**src/rtl/bus_multiplexer_pkg.sv**
```systemverilog
// Shared types and helpers for the wide-to-byte bus multiplexer.
package bus_multiplexer_pkg;

  typedef enum logic [1:0] {
    IDLE = 2'd0,
    LANE = 2'd1,
    GAPW = 2'd2,
    DONE = 2'd3
  } bm_state_e;

  localparam int BYTE_W = 8;

  function automatic int lane_slice(input int index);
    return BYTE_W * index;
  endfunction

endpackage

```
**src/rtl/bus_multiplexer.sv**
```systemverilog
// Splits one wide CPU access into LANES byte-bus accesses, highest byte address first,
// with programmable wait states, turbo bypass and an optional idle gap between lanes.
//
// state | meaning
// IDLE  | no byte-bus access in progress
// LANE  | strobe active on lane a_lane; waiting out cnt, then for sysrdy
// GAPW  | strobe low between two lanes for GAP ticks
// DONE  | all lanes captured; READY to CPU until the access ends
module bus_multiplexer
  import bus_multiplexer_pkg::*;
#(
  parameter int LANES       = 2,
  parameter int LANE_BITS   = $clog2(LANES),
  parameter int WAIT_STATES = 4,
  parameter int GAP         = 0
) (
  input  logic                      clk,
  input  logic                      reset_n,
  input  logic                      clk_en,
  input  logic                      turbo,
  input  logic                      start,
  input  logic                      memen,
  input  logic                      sysrdy,
  output logic                      memen8,
  output logic                      ready,
  output logic [LANE_BITS-1:0]      a_lane,
  input  logic [BYTE_W-1:0]         d8,
  output logic [BYTE_W-1:0]         q8,
  output logic [BYTE_W*LANES-1:0]   d,
  input  logic [BYTE_W*LANES-1:0]   q
);

  localparam int                   CNT_W    = (WAIT_STATES > 0) ? $clog2(WAIT_STATES + 1) : 1;
  localparam logic [LANE_BITS-1:0] LAST     = LANE_BITS'(LANES - 1);
  localparam logic [1:0]           GAP_LOAD = (GAP > 0) ? 2'(GAP - 1) : 2'd0;

  bm_state_e            state, state_nxt;
  logic [CNT_W-1:0]     cnt, cnt_nxt, wait_val;
  logic [1:0]           gap_cnt, gap_nxt;
  logic [LANE_BITS-1:0] lane_nxt;
  logic                 memen8_nxt;
  logic                 capture, preset;
  logic                 access;
  logic [BYTE_W-1:0]    byte_q [LANES];

  assign access   = memen && start;
  assign ready    = (state == DONE) || !access;
  assign wait_val = turbo ? '0 : CNT_W'(WAIT_STATES);

  // Lane 0 is the most significant byte of the wide word.
  assign q8 = q[lane_slice(LANES - 1 - int'(a_lane)) +: BYTE_W];

  for (genvar i = 0; i < LANES; i++) begin : g_d
    assign d[lane_slice(LANES - 1 - i) +: BYTE_W] = byte_q[i];
  end

  always_comb begin
    state_nxt  = state;
    memen8_nxt = memen8;
    lane_nxt   = a_lane;
    cnt_nxt    = cnt;
    gap_nxt    = gap_cnt;
    capture    = 1'b0;
    preset     = 1'b0;
    case (state)
      IDLE: begin
        if (access) begin
          state_nxt  = LANE;
          lane_nxt   = LAST;
          cnt_nxt    = wait_val;
          memen8_nxt = 1'b1;
          preset     = 1'b1;
        end
      end
      LANE: begin
        // An abort wins over a capture landing on the same tick.
        if (!access) begin
          state_nxt  = IDLE;
          memen8_nxt = 1'b0;
        end else if (cnt != '0) begin
          cnt_nxt = cnt - 1'b1;
        end else if (sysrdy) begin
          capture = 1'b1;
          if (a_lane == '0) begin
            memen8_nxt = 1'b0;
            state_nxt  = DONE;
          end else begin
            lane_nxt = a_lane - 1'b1;
            cnt_nxt  = wait_val;
            if (GAP > 0) begin
              memen8_nxt = 1'b0;
              gap_nxt    = GAP_LOAD;
              state_nxt  = GAPW;
            end
          end
        end
      end
      GAPW: begin
        if (!access) begin
          state_nxt  = IDLE;
          memen8_nxt = 1'b0;
        end else if (gap_cnt == 2'd0) begin
          memen8_nxt = 1'b1;
          state_nxt  = LANE;
        end else begin
          gap_nxt = gap_cnt - 2'd1;
        end
      end
      DONE: begin
        if (!access) state_nxt = IDLE;
      end
      default: state_nxt = IDLE;
    endcase
  end

  always_ff @(posedge clk or negedge reset_n) begin
    if (!reset_n) begin
      state <= IDLE;
    end else if (clk_en) begin
      state <= state_nxt;
    end
  end

  always_ff @(posedge clk or negedge reset_n) begin
    if (!reset_n) begin
      memen8  <= 1'b0;
      a_lane  <= LAST;
      cnt     <= '0;
      gap_cnt <= 2'd0;
      for (int i = 0; i < LANES; i++) byte_q[i] <= 8'hFF;
    end else if (clk_en) begin
      memen8  <= memen8_nxt;
      a_lane  <= lane_nxt;
      cnt     <= cnt_nxt;
      gap_cnt <= gap_nxt;
      if (preset) begin
        for (int i = 0; i < LANES; i++) byte_q[i] <= 8'hFF;
      end
      if (capture) byte_q[a_lane] <= d8;
    end
  end

endmodule
```
**config.mk**
```make
export PLATFORM = sky130hd
export DESIGN_NAME = bus_multiplexer
export DESIGN_NICKNAME = d
export VERILOG_FILES = /design/src/rtl/bus_multiplexer_pkg.sv /design/src/rtl/bus_multiplexer.sv
export SDC_FILE = /design/constraint.sdc
export NUM_CORES = 1
export LEC_CHECK = 0
export CORE_ASPECT_RATIO = 0.7
export CORE_MARGIN = 2
export CORE_UTILIZATION = 41
export CTS_BUF_LIST = sky130_fd_sc_hd__clkbuf_8
export CTS_CLUSTER_DIAMETER = 40
export CTS_CLUSTER_SIZE = 20
export DETAILED_ROUTE_END_ITERATION = 16
export HOLD_SLACK_MARGIN = 0.06
export PLACE_DENSITY = 0.79
export SYNTH_ARGS = -nofsm -noshare
export SYNTH_HDL_FRONTEND = slang
export SYNTH_SLANG_ARGS = --single-unit
```
**constraint.sdc**
```tcl
create_clock -name clk -period 1.6 [get_ports clk]
set_input_delay 0.24 -clock clk [delete_from_list [all_inputs] [get_ports clk]]
set_output_delay 0.24 -clock clk [all_outputs]
set_load 0.02 [all_outputs]
```
# Yosys cells after proc, flatten, opt, wreduce, memory -nomap -nowiden
# Index checks and enable logic that the tools add are counted.
# word_totals
inputBits,31
elab_cells,85
out_inout_bits,27
ff_bits,25
# op_classes
addsub,4
n_reduce_logical,14
shift,1
bitwise_logic,2
n_eq_ne,14
magnitude_cmp,2
mux,41
# ops
cell,n
$mux 16,3
$mux 3,6
$ne 3x3->1 const B,6
$mux 1,17
$bwmux 16,1
$mux 2,8
$shiftx 16x5->8,1
$reduce_and 7->1,2
$reduce_and 6->1,2
$ne 2x2->1 const B,5
$demux 8 s1,1
$mux 8,1
$pmux 2 s4,1
$pmux 3 s2,1
$reduce_bool 3->1,2
$eq 2x2->1 const B,2
$logic_not 2->1,2
$reduce_and 4->1,1
$pmux 1 s3,1
$sub 3x1->3 const B,1
$eq 2x1->1 const B,1
$ge 2x2->1 const B,1
$logic_and 1x1->1,2
$lt 2x1->1 const B,1
other kinds (9),9

# Depth between registers and ports, before layout
# Gate-level depths: netlist (run 1).
# depth
ltp_word,7
depth_mapped,5
mapped_depth_nobuf,5

# Worst setup path before layout (run 1)
# OpenSTA, ideal clock, no wires.
# synth_timing
kind,register to output
start,register a_lane
end,output q8[0]
n_path_buf,2
path_stages_with_launch,4
slack_ns,-0.155
required_time_ns,1.360
arrival_time_ns,1.515
cell_sequence,dfstp_2 > clkbuf_1 > buf_2 > mux2_2
# synth_between
elab_chain_len,2
# synth_lines
item,line_no,text
start: declaration,bus_multiplexer.sv:26,"output logic [LANE_BITS-1:0] a_lane,"
start signal: assignment,bus_multiplexer.sv:133,a_lane <= lane_nxt;
$sub 1x1->2,bus_multiplexer.sv:51,assign q8 = q[lane_slice(LANES - 1 - int'(a_lane)) +: BYTE_W];
$shiftx 16x5->8,bus_multiplexer.sv:51,
end: declaration,bus_multiplexer.sv:28,"output logic [BYTE_W-1:0] q8,"
# No other way between the ends.

# Worst setup path after layout (run 1)
# layout_timing
start,register a_lane
end,output q8[1]
# The elaborated chain is that of the path after synthesis.

==> results of run 1 <==
-- registers in the layout (all words and copies together) (netlist names) --
signal   count
memen8       1
d           16
a_lane       1
state        2
cnt          3
gap_cnt      2
-- how the worst min path moves through the flow --
stage                     slack, ps                endpoint  cells past startpoint
after detailed placement        470  gap_cnt[0]$_DFFE_PN0P_                      1
after global routing            370    state[0]$_DFFE_PN0P_                      2
final                           330      cnt[2]$_DFFE_PN0P_                      2
after floorplan                 -60      cnt[0]$_DFFE_PN0P_                      0
after global placement          460  gap_cnt[0]$_DFFE_PN0P_                      1
after CTS                       340      cnt[2]$_DFFE_PN0P_                      2
-- routing by layer --
metal	vias to the layer above	routed length (µm)	global-route usage, %
met5	-	0	0
met4	0	55	4.55
met3	8	404	5.45
met2	96	2240	38.4
met1	775	1990	27.9
li1	727	-	-
-- worst max-delay path, cell delays in order (launching register included) --
cell	delay, ps
dfstp_2	550
buf_6	130
mux2_4	320
buf_6	130
-- cells in the mapped netlist, drive strengths merged (3+ instances only) --
| library cell | number |
|---|---|
| dfstp | 17 |
| nor3 | 8 |
| nor4 | 7 |
| nor2 | 20 |
| inv | 10 |
| o21ai | 3 |
| nand2 | 5 |
| a211oi | 23 |
| or3b | 3 |
| a311oi | 3 |
| nand3 | 5 |
| dfrtp | 8 |
| nand2b | 4 |
| mux2 | 9 |
| buf | 5 |
| clkbuf | 7 |
| a21oi | 4 |
-- kinds of logic after synthesis --
group,after synthesis
buffers and inverters,22
multiplexers,10
XOR/XNOR,1
AND/OR/NAND/NOR,57
adder cells (fa/ha/maj),1
flip-flops,25
AO/OA/AOI/OAI,40
-- through the flow --
step / utilization [%] / setup WS [ps] / power [mW] / setup TNS (ps)
CTS: 63.5 / -85.6 / 3.13 / -549
global placement: 63.0 / -191 / 2.78 / -3860
detailed placement: 63.0 / -242 / 2.85 / -5190
floorplan: - / 10.4 / 2.08 / 0
finish: 68.5 / -39.7 / 3.41 / -170
global route: 68.5 / -82.8 / 3.60 / -524
-- layout make-up --
cell class	count	area share, %
clock buffers	3	1.72
clock inverters	1	0.156
inverters	10	1.66
multi-input cells	109	35.7
flip-flops and latches	25	26.9
well taps	50	2.60
repair buffers	79	31.3
-- report_power, final --
group	switching, mW	internal [mW]	total, mW
Sequential	0.158	0.929	1.09
Combinational	1.05	0.904	1.95
Clock	0.195	0.172	0.367
Total	1.40	2.01	3.41
-- timing repair --
item                       CTS  global route
gates resized for setup     53            43
cloned                       0             0
buffers inserted             4             1
setup endpoints to repair   30            15
pin swaps                    1             3
==> qor.txt, run 1 <==
Max VDD drop -> 749 µV
worst-skew pair later-pin latency -> 260 ps
Synth area leader -> dfstp_2
area post-placement -> 2210 µm²
Initial DRC Count -> 130
CTS tree -> built
CP Capture Type -> primary output
core footprint -> 3510 µm²
Die H -> 54.5 µm
Max-Cap Viols -> 0
Die W -> 76.1 µm
share of cells above drive strength 1 -> 33.9%
first-pass GRT wire length -> 7.15 mm
post-route insts no fill -> 277
number of synthesized register bits -> 25
Hold WS -> 335 ps
clock root buffer master -> clkbuf_8
crit path launch -> a_lane$_DFFE_PN1P_
fmax -> 0.610 GHz
vias per cell -> 5.80
row count -> 18
Tot GR Track Use -> 21.7%
dpl cells -> 268
CP Max Fanout -> 5
Hold-fix buffers, CTS -> 0
synth top area cells -> dfstp_2 (30%), dfrtp_1 (13%), a211oi_1 (12%)
Inserted Clock Buffers -> 3
Slew Viols, Final -> 0
initial antenna violation count -> 0
Post-Syn Nets -> 188
fraction of the mapped netlist area in adder cells -> 0.839%
Multi-input gate area -> 858 µm²
Synth Instances -> 156
PD cells -> 1420 nW/µm²
Worst slew margin -> 76.6%
Final Hold Vio Count -> 0
H-tree Lvls -> 1
fin worst setup slack -> -39.7 ps
Synth Area in Compound Gates -> 19.9%
fraction of registers with async set/reset -> 100%
commonest cells after routing, fill and taps aside -> clkdlybuf4s50_1 (31), a211oi_1 (23), nor2_1 (18)
vias in the first global route -> 1481
Critical Path AT -> 1400 ps
clock tree sinks -> 25
I/O pins -> 58
Reg area -> 647 µm²
commonest non-fill, non-tap cell in the layout -> clkdlybuf4s50_1
post-route ant nets -> 0
Seq/Total Area, Yosys -> 43.4%
Avg WL per Cell -> 16.9 µm
largest net degree at the start of global routing -> 26
synthesized-area fraction occupied by and/or/nand/nor cells -> 21.9%
r2r setup slk -> 30 ps
Clk pin slew, worst setup/hold paths -> 90 ps
Worst Reg-to-Reg Cells -> 4
Max Root-Sink Buffers -> 2
Mapped Area -> 1490 µm²
failing checks -> negative setup slack
Final Skew -> 1.59 ps
Final period util -> 102%
Top FF cell, synth -> dfstp_2
grt ovf -> 0
Worst Path Required -> 1360 ps
Via Count -> 1606
kind of critical path -> flip-flop to primary output
fin crit period -> 1640 ps
Hold Crit Class -> input port to asynchronous set/reset pin
post-route cell area -> 2410 µm²
Synth cell types -> 38
RSZ-0062 raised after global routing -> yes
diode count -> 0
crit path to -> q8[1]
reg2reg end -> d[8]$_DFFE_PN1P_
Initial Utilization -> 42.5%
area growth from synthesis to layout -> 61.4%
Final GP Congestion -> 0.848
Post-synth EDFFs -> 0
Nets -> 260
startpoint types -> flip-flop
status -> finished, violations left
detailed placer's ending HPWL -> 3.27 mm
synth warn -> 0
origin of the critical flop-to-flop path -> cnt[1]$_DFFE_PN0P_
Final setup viols -> 8
Slew @ Worst Pin -> 348 ps
Pre-Repair DR Iteration Count -> 4
mux contribution to synthesized area -> 7.47%
DRC -> 0
Syn Area/Cell -> 9.56 µm²
# fillers -> 273
Port Buffers -> 57
top-area cell type share of the netlist area -> 29.9%
routed wire length -> 4.69 mm
die area -> 4140 µm²
Pleak -> 1.02 nW
largest family of logic cells by synthesized area -> simple AND/OR/NAND/NOR gates
post-synthesis xor/xnor area fraction -> 0.587%
Power figures use the tool's default switching activity.
==> run 2, diff against run 1 <==
==> constraint.sdc (replaced) <==
create_clock -name clk -period 1.6 [get_ports clk]
set_input_delay 0.24 -clock clk [delete_from_list [all_inputs] [get_ports clk]]
set_output_delay 0.24 -clock clk [all_outputs]
set_load 0.05 [all_outputs]
==> run 2 against run 1 <==
Net effect:
- the run still ends with negative setup slack left
- highest routed layer unchanged
- utilization is 6.3 points higher
- setup slack worse by 33 ps
- critical path type unchanged
- critical path depth is the same
- cell count increased by 0.72%
- clock-buffer cell count is the same
- sequential cell count did not move
- power up 30%
- die area unchanged
- register-to-register slack hardly changed
==> qor.txt, run 2 (synthesized netlist as in run 1, its figures left out) <==
status -> finished, violations left
failing checks -> negative setup slack
DRC -> 0
fmax -> 0.598 GHz
worst-skew pair later-pin latency -> 280 ps
reg2reg end -> state[1]$_DFFE_PN0P_
Final Skew -> 7.81 ps
area growth from synthesis to layout -> 76.2%
Worst Reg-to-Reg Cells -> 6
Critical Path AT -> 1430 ps
Place WS -> -243 ps
CP Capture Type -> primary output
clock root buffer master -> clkbuf_8
Seq pwr share -> 26.7%
kind of critical path -> flip-flop to primary output
H-tree Lvls -> 1
Pleak -> 1.06 nW
Worst Path Required -> 1360 ps
clock tree sinks -> 25
NetSw -> 2.00 mW
PD cells -> 1690 nW/µm²
Max-Cap Viols -> 0
diode count -> 0
vias per cell -> 5.63
fin worst setup slack -> -73.1 ps
post-route ant nets -> 0
CP Max Fanout -> 7
CTS tree -> built
internal power -> 2.44 mW
Tot GR Track Use -> 22.8%
Via Count -> 1570
Power Total -> 4.44 mW
Hold Crit Class -> input port to asynchronous set/reset pin
RSZ-0062 raised after global routing -> yes
Nets -> 262
Die W -> 76.1 µm
Multi-input gate area -> 866 µm²
r2r setup slk -> 40 ps
Final setup viols -> 8
Max Root-Sink Buffers -> 2
share of cells above drive strength 1 -> 43.7%
detailed placer's ending HPWL -> 3.43 mm
crit path to -> q8[4]
Hold-fix buffers, CTS -> 0
Finished Core Util -> 74.8%
vias in the first global route -> 1514
Avg WL per Cell -> 17.0 µm
largest net degree at the start of global routing -> 26
Comb pwr share -> 64.3%
# fillers -> 243
Hold WS -> 314 ps
startpoint types -> flip-flop
Inserted Clock Buffers -> 3
Net Sw Frac -> 45.0%
origin of the critical flop-to-flop path -> a_lane$_DFFE_PN1P_
crit path launch -> a_lane$_DFFE_PN1P_
I/O pins -> 58
Final period util -> 105%
Max VDD drop -> 1290 µV
max reg flops -> 16
clock share of power -> 9.0%
Die H -> 54.5 µm
Initial Utilization -> 42.5%
initial antenna violation count -> 0
first-pass GRT wire length -> 7.42 mm
Final GP Congestion -> 0.871
fin crit period -> 1670 ps
row count -> 18
die area -> 4140 µm²
Slew @ Worst Pin -> 387 ps
core footprint -> 3510 µm²
commonest cells after routing, fill and taps aside -> clkdlybuf4s50_1 (30), a211oi_1 (21), buf_4 (20)
post-route cell area -> 2630 µm²
Worst slew margin -> 74.0%
Port Buffers -> 57
Pre-Repair DR Iteration Count -> 4
area post-placement -> 2400 µm²
commonest non-fill, non-tap cell in the layout -> clkdlybuf4s50_1
routed wire length -> 4.73 mm
grt ovf -> 0
Slew Viols, Final -> 0
Initial DRC Count -> 76
Final Hold Vio Count -> 0
Clk pin slew, worst setup/hold paths -> 100 ps
Reg area -> 648 µm²
[run 2: worst min-delay path by stage]
stage	endpoint	slack [ps]	cells after the start
floorplan	cnt[0]$_DFFE_PN0P_	-60	0
global placement	gap_cnt[0]$_DFFE_PN0P_	460	1
detailed placement	gap_cnt[0]$_DFFE_PN0P_	470	1
CTS	cnt[2]$_DFFE_PN0P_	320	2
global route	cnt[2]$_DFFE_PN0P_	360	2
finish	cnt[2]$_DFFE_PN0P_	310	2
[run 2: power groups by stage]
stage          Clock [mW]  Combinational, mW  Sequential, mW
2_1_floorplan           0               1.03            1.63
3_3_place_gp            0               2.46            1.21
3_5_place_dp            0               2.51            1.23
4_1_cts             0.402               2.70            1.18
5_1_grt             0.429               3.00            1.21
6_report            0.401               2.86            1.18
[run 2: per-layer routing]
layer | vias to the layer above | track usage [%] | share of wire [%]
li1 | 727 | - | -
met5 | - | 0 | 0
met1 | 739 | 28.4 | 41
met4 | 0 | 5.15 | 1.4
met3 | 10 | 4.95 | 7.9
met2 | 94 | 42.1 | 50
[run 2: layout make-up]
class / instances / area share, %
repair buffers: 81 / 36.7
inverters: 10 / 1.52
clock buffers: 3 / 1.57
multi-input cells: 109 / 33.0
clock inverters: 1 / 0.238
flip-flops and latches: 25 / 24.7
well taps: 50 / 2.38
[run 2: what timing repair did]
item,in CTS,in global routing
endpoints found under the hold margin,0,0
gates resized for setup,8,18
cloned,0,1
pin swaps,1,3
endpoints found under the setup margin,9,26
buffers inserted,3,2
[run 2: metrics by stage]
step                setup TNS (ps)  instances
floorplan                     -470        156
global placement             -2400        269
detailed placement           -3170        269
CTS                           -519        276
global route                  -788        279
finish                        -539        279
[run 2: critical path, stage by stage, from the launching register on]
cell	delay, ps
dfstp_2	570
buf_12	130
mux2_4	310
buf_6	150
==> run 3, diff against run 2 <==
MAX_ROUTING_LAYER = met4   (was not set)
SKIP_CTS_REPAIR_TIMING = 1   (was not set)
==> run 3 against run 2 <==
Net effect:
- the flow still finishes with violations (negative setup slack)
- sequential cell count unchanged
- critical path depth unchanged
- clock power decreased by 1%
- first-iteration DRC count increased by 7.9%
- utilization decreased by 1.2 points
- via count increased by 0.51%
- cell count decreased by 0.36%
- cell area decreased by 1.6%
- sequential power about the same
- non-clock buffer count decreased by 1
- clock-buffer cell count unchanged
==> qor.txt, run 3 (synthesized netlist as in run 1, its figures left out) <==
Final Hold Vio Count -> 0
startpoint types -> flip-flop
commonest cells after routing, fill and taps aside -> clkdlybuf4s50_1 (30), a211oi_1 (23), buf_4 (19)
Die H -> 54.5 µm
grt ovf -> 0
CP Max Fanout -> 5
I/O pins -> 58
kind of critical path -> flip-flop to primary output
diode count -> 0
fin worst setup slack -> -62.2 ps
PD cells -> 1680 nW/µm²
Hold WS -> 315 ps
failing checks -> negative setup slack
Initial DRC Count -> 82
die area -> 4140 µm²
# fillers -> 249
Inserted Clock Buffers -> 3
max reg flops -> 16
vias in the first global route -> 1502
H-tree Lvls -> 1
CP max stage cell -> dfstp_2
CTS tree -> built
Tot GR Track Use -> 23.5%
Hold Crit Class -> input port to asynchronous set/reset pin
crit-path max cell delay -> 560 ps
worst path cell trace -> buf_6 -> mux2_4 -> buf_6
Pre-Repair DR Iteration Count -> 4
Nets -> 261
Via Count -> 1578
status -> finished, violations left
RSZ-0062 raised after global routing -> yes
Final Skew -> 5.23 ps
TNS Setup -> -431 ps
routed wire length -> 4.69 mm
Final period util -> 104%
CP Capture Type -> primary output
Final GP Congestion -> 0.885
worst-skew pair later-pin latency -> 270 ps
fin crit period -> 1660 ps
fmax -> 0.602 GHz
vias per cell -> 5.68
Initial Utilization -> 42.5%
row count -> 18
initial antenna violation count -> 0
commonest non-fill, non-tap cell in the layout -> clkdlybuf4s50_1
first-pass GRT wire length -> 7.41 mm
Slew @ Worst Pin -> 326 ps
Multi-input gate area -> 847 µm²
Max Root-Sink Buffers -> 2
core footprint -> 3510 µm²
clock tree sinks -> 25
DRC -> 0
Slew Viols, Final -> 0
Max VDD drop -> 1280 µV
Pleak -> 1.05 nW
Port Buffers -> 57
Avg WL per Cell -> 16.9 µm
largest net degree at the start of global routing -> 26
Worst Path Required -> 1360 ps
clock root buffer master -> clkbuf_8
critical path's most frequent cell -> buf_6
share of cells above drive strength 1 -> 42.1%
Power Total -> 4.36 mW
Reg area -> 647 µm²
Die W -> 76.1 µm
Critical Path AT -> 1420 ps
Worst slew margin -> 78.3%
detailed placer's ending HPWL -> 3.43 mm
area growth from synthesis to layout -> 73.3%
Clk pin slew, worst setup/hold paths -> 100 ps
post-route ant nets -> 0
Max-Cap Viols -> 0
Final setup viols -> 8
[run 3: cell count changes in the layout (fill, tap and decap cells not counted), sizes merged]
cell  before  now
buf       51   50
[run 3: final cells by class]
type                       count  share of cell area (%)
timing repair buffer          80                    36.5
multi-input combinational    109                    32.8
sequential                    25                    25.0
tap                           50                    2.42
clock buffer                   3                    1.60
inverter                      10                    1.45
clock inverter                 1                   0.242
[run 3: critical path, delay by kind of cell, from the launching register on]
kind                   cells  cell delay [ps]
buffers and inverters      2              280
flip-flops                 1              560
multiplexers               1              310
[run 3: metal layers]
| metal | routed length (µm) | up-vias | track usage [%] | part of all wire (%) |
|---|---|---|---|---|
| li1 | - | 725 | - | - |
| met1 | 1950 | 755 | 28.7 | 42 |
| met2 | 2330 | 85 | 41.8 | 50 |
| met3 | 315 | 13 | 4.95 | 6.7 |
| met4 | 89 | 0 | 5.15 | 1.9 |
| met5 | 0 | - | - | 0 |
[run 3: per-stage QoR]
step	cell area [µm²]	setup WS (ps)	util (%)	cells
after global placement	2400	-183	68.2	269
final	2580	-62.2	73.6	278
after CTS	2440	-163	69.6	273
after detailed placement	2400	-243	68.2	269
after floorplan	1540	-58.8	-	156
after global routing	2580	-91.0	73.6	278
[run 3: power by group]
group	internal, mW	switching, mW	leakage, nW	total, mW
logic	1.28	1.50	0.746	2.78
clock network	0.178	0.219	0.0260	0.397
registers	0.935	0.245	0.277	1.18
[run 3: final timing paths]
path                       cells after the start                      to              startpoint  slack, ps
setup / recovery                               3                   q8[4]      a_lane$_DFFE_PN1P_        -60
hold / removal                                 2      cnt[0]$_DFFE_PN0P_                 reset_n        310
setup reg to reg                               4        d[0]$_DFFE_PN1P_      cnt[0]$_DFFE_PN0P_         60
hold reg to reg                                1  gap_cnt[0]$_DFFE_PN0P_  gap_cnt[0]$_DFFE_PN0P_        480
max in group asynchronous                      2        d[9]$_DFFE_PN1P_                 reset_n        990
min in group clk                               1  gap_cnt[0]$_DFFE_PN0P_  gap_cnt[0]$_DFFE_PN0P_        480
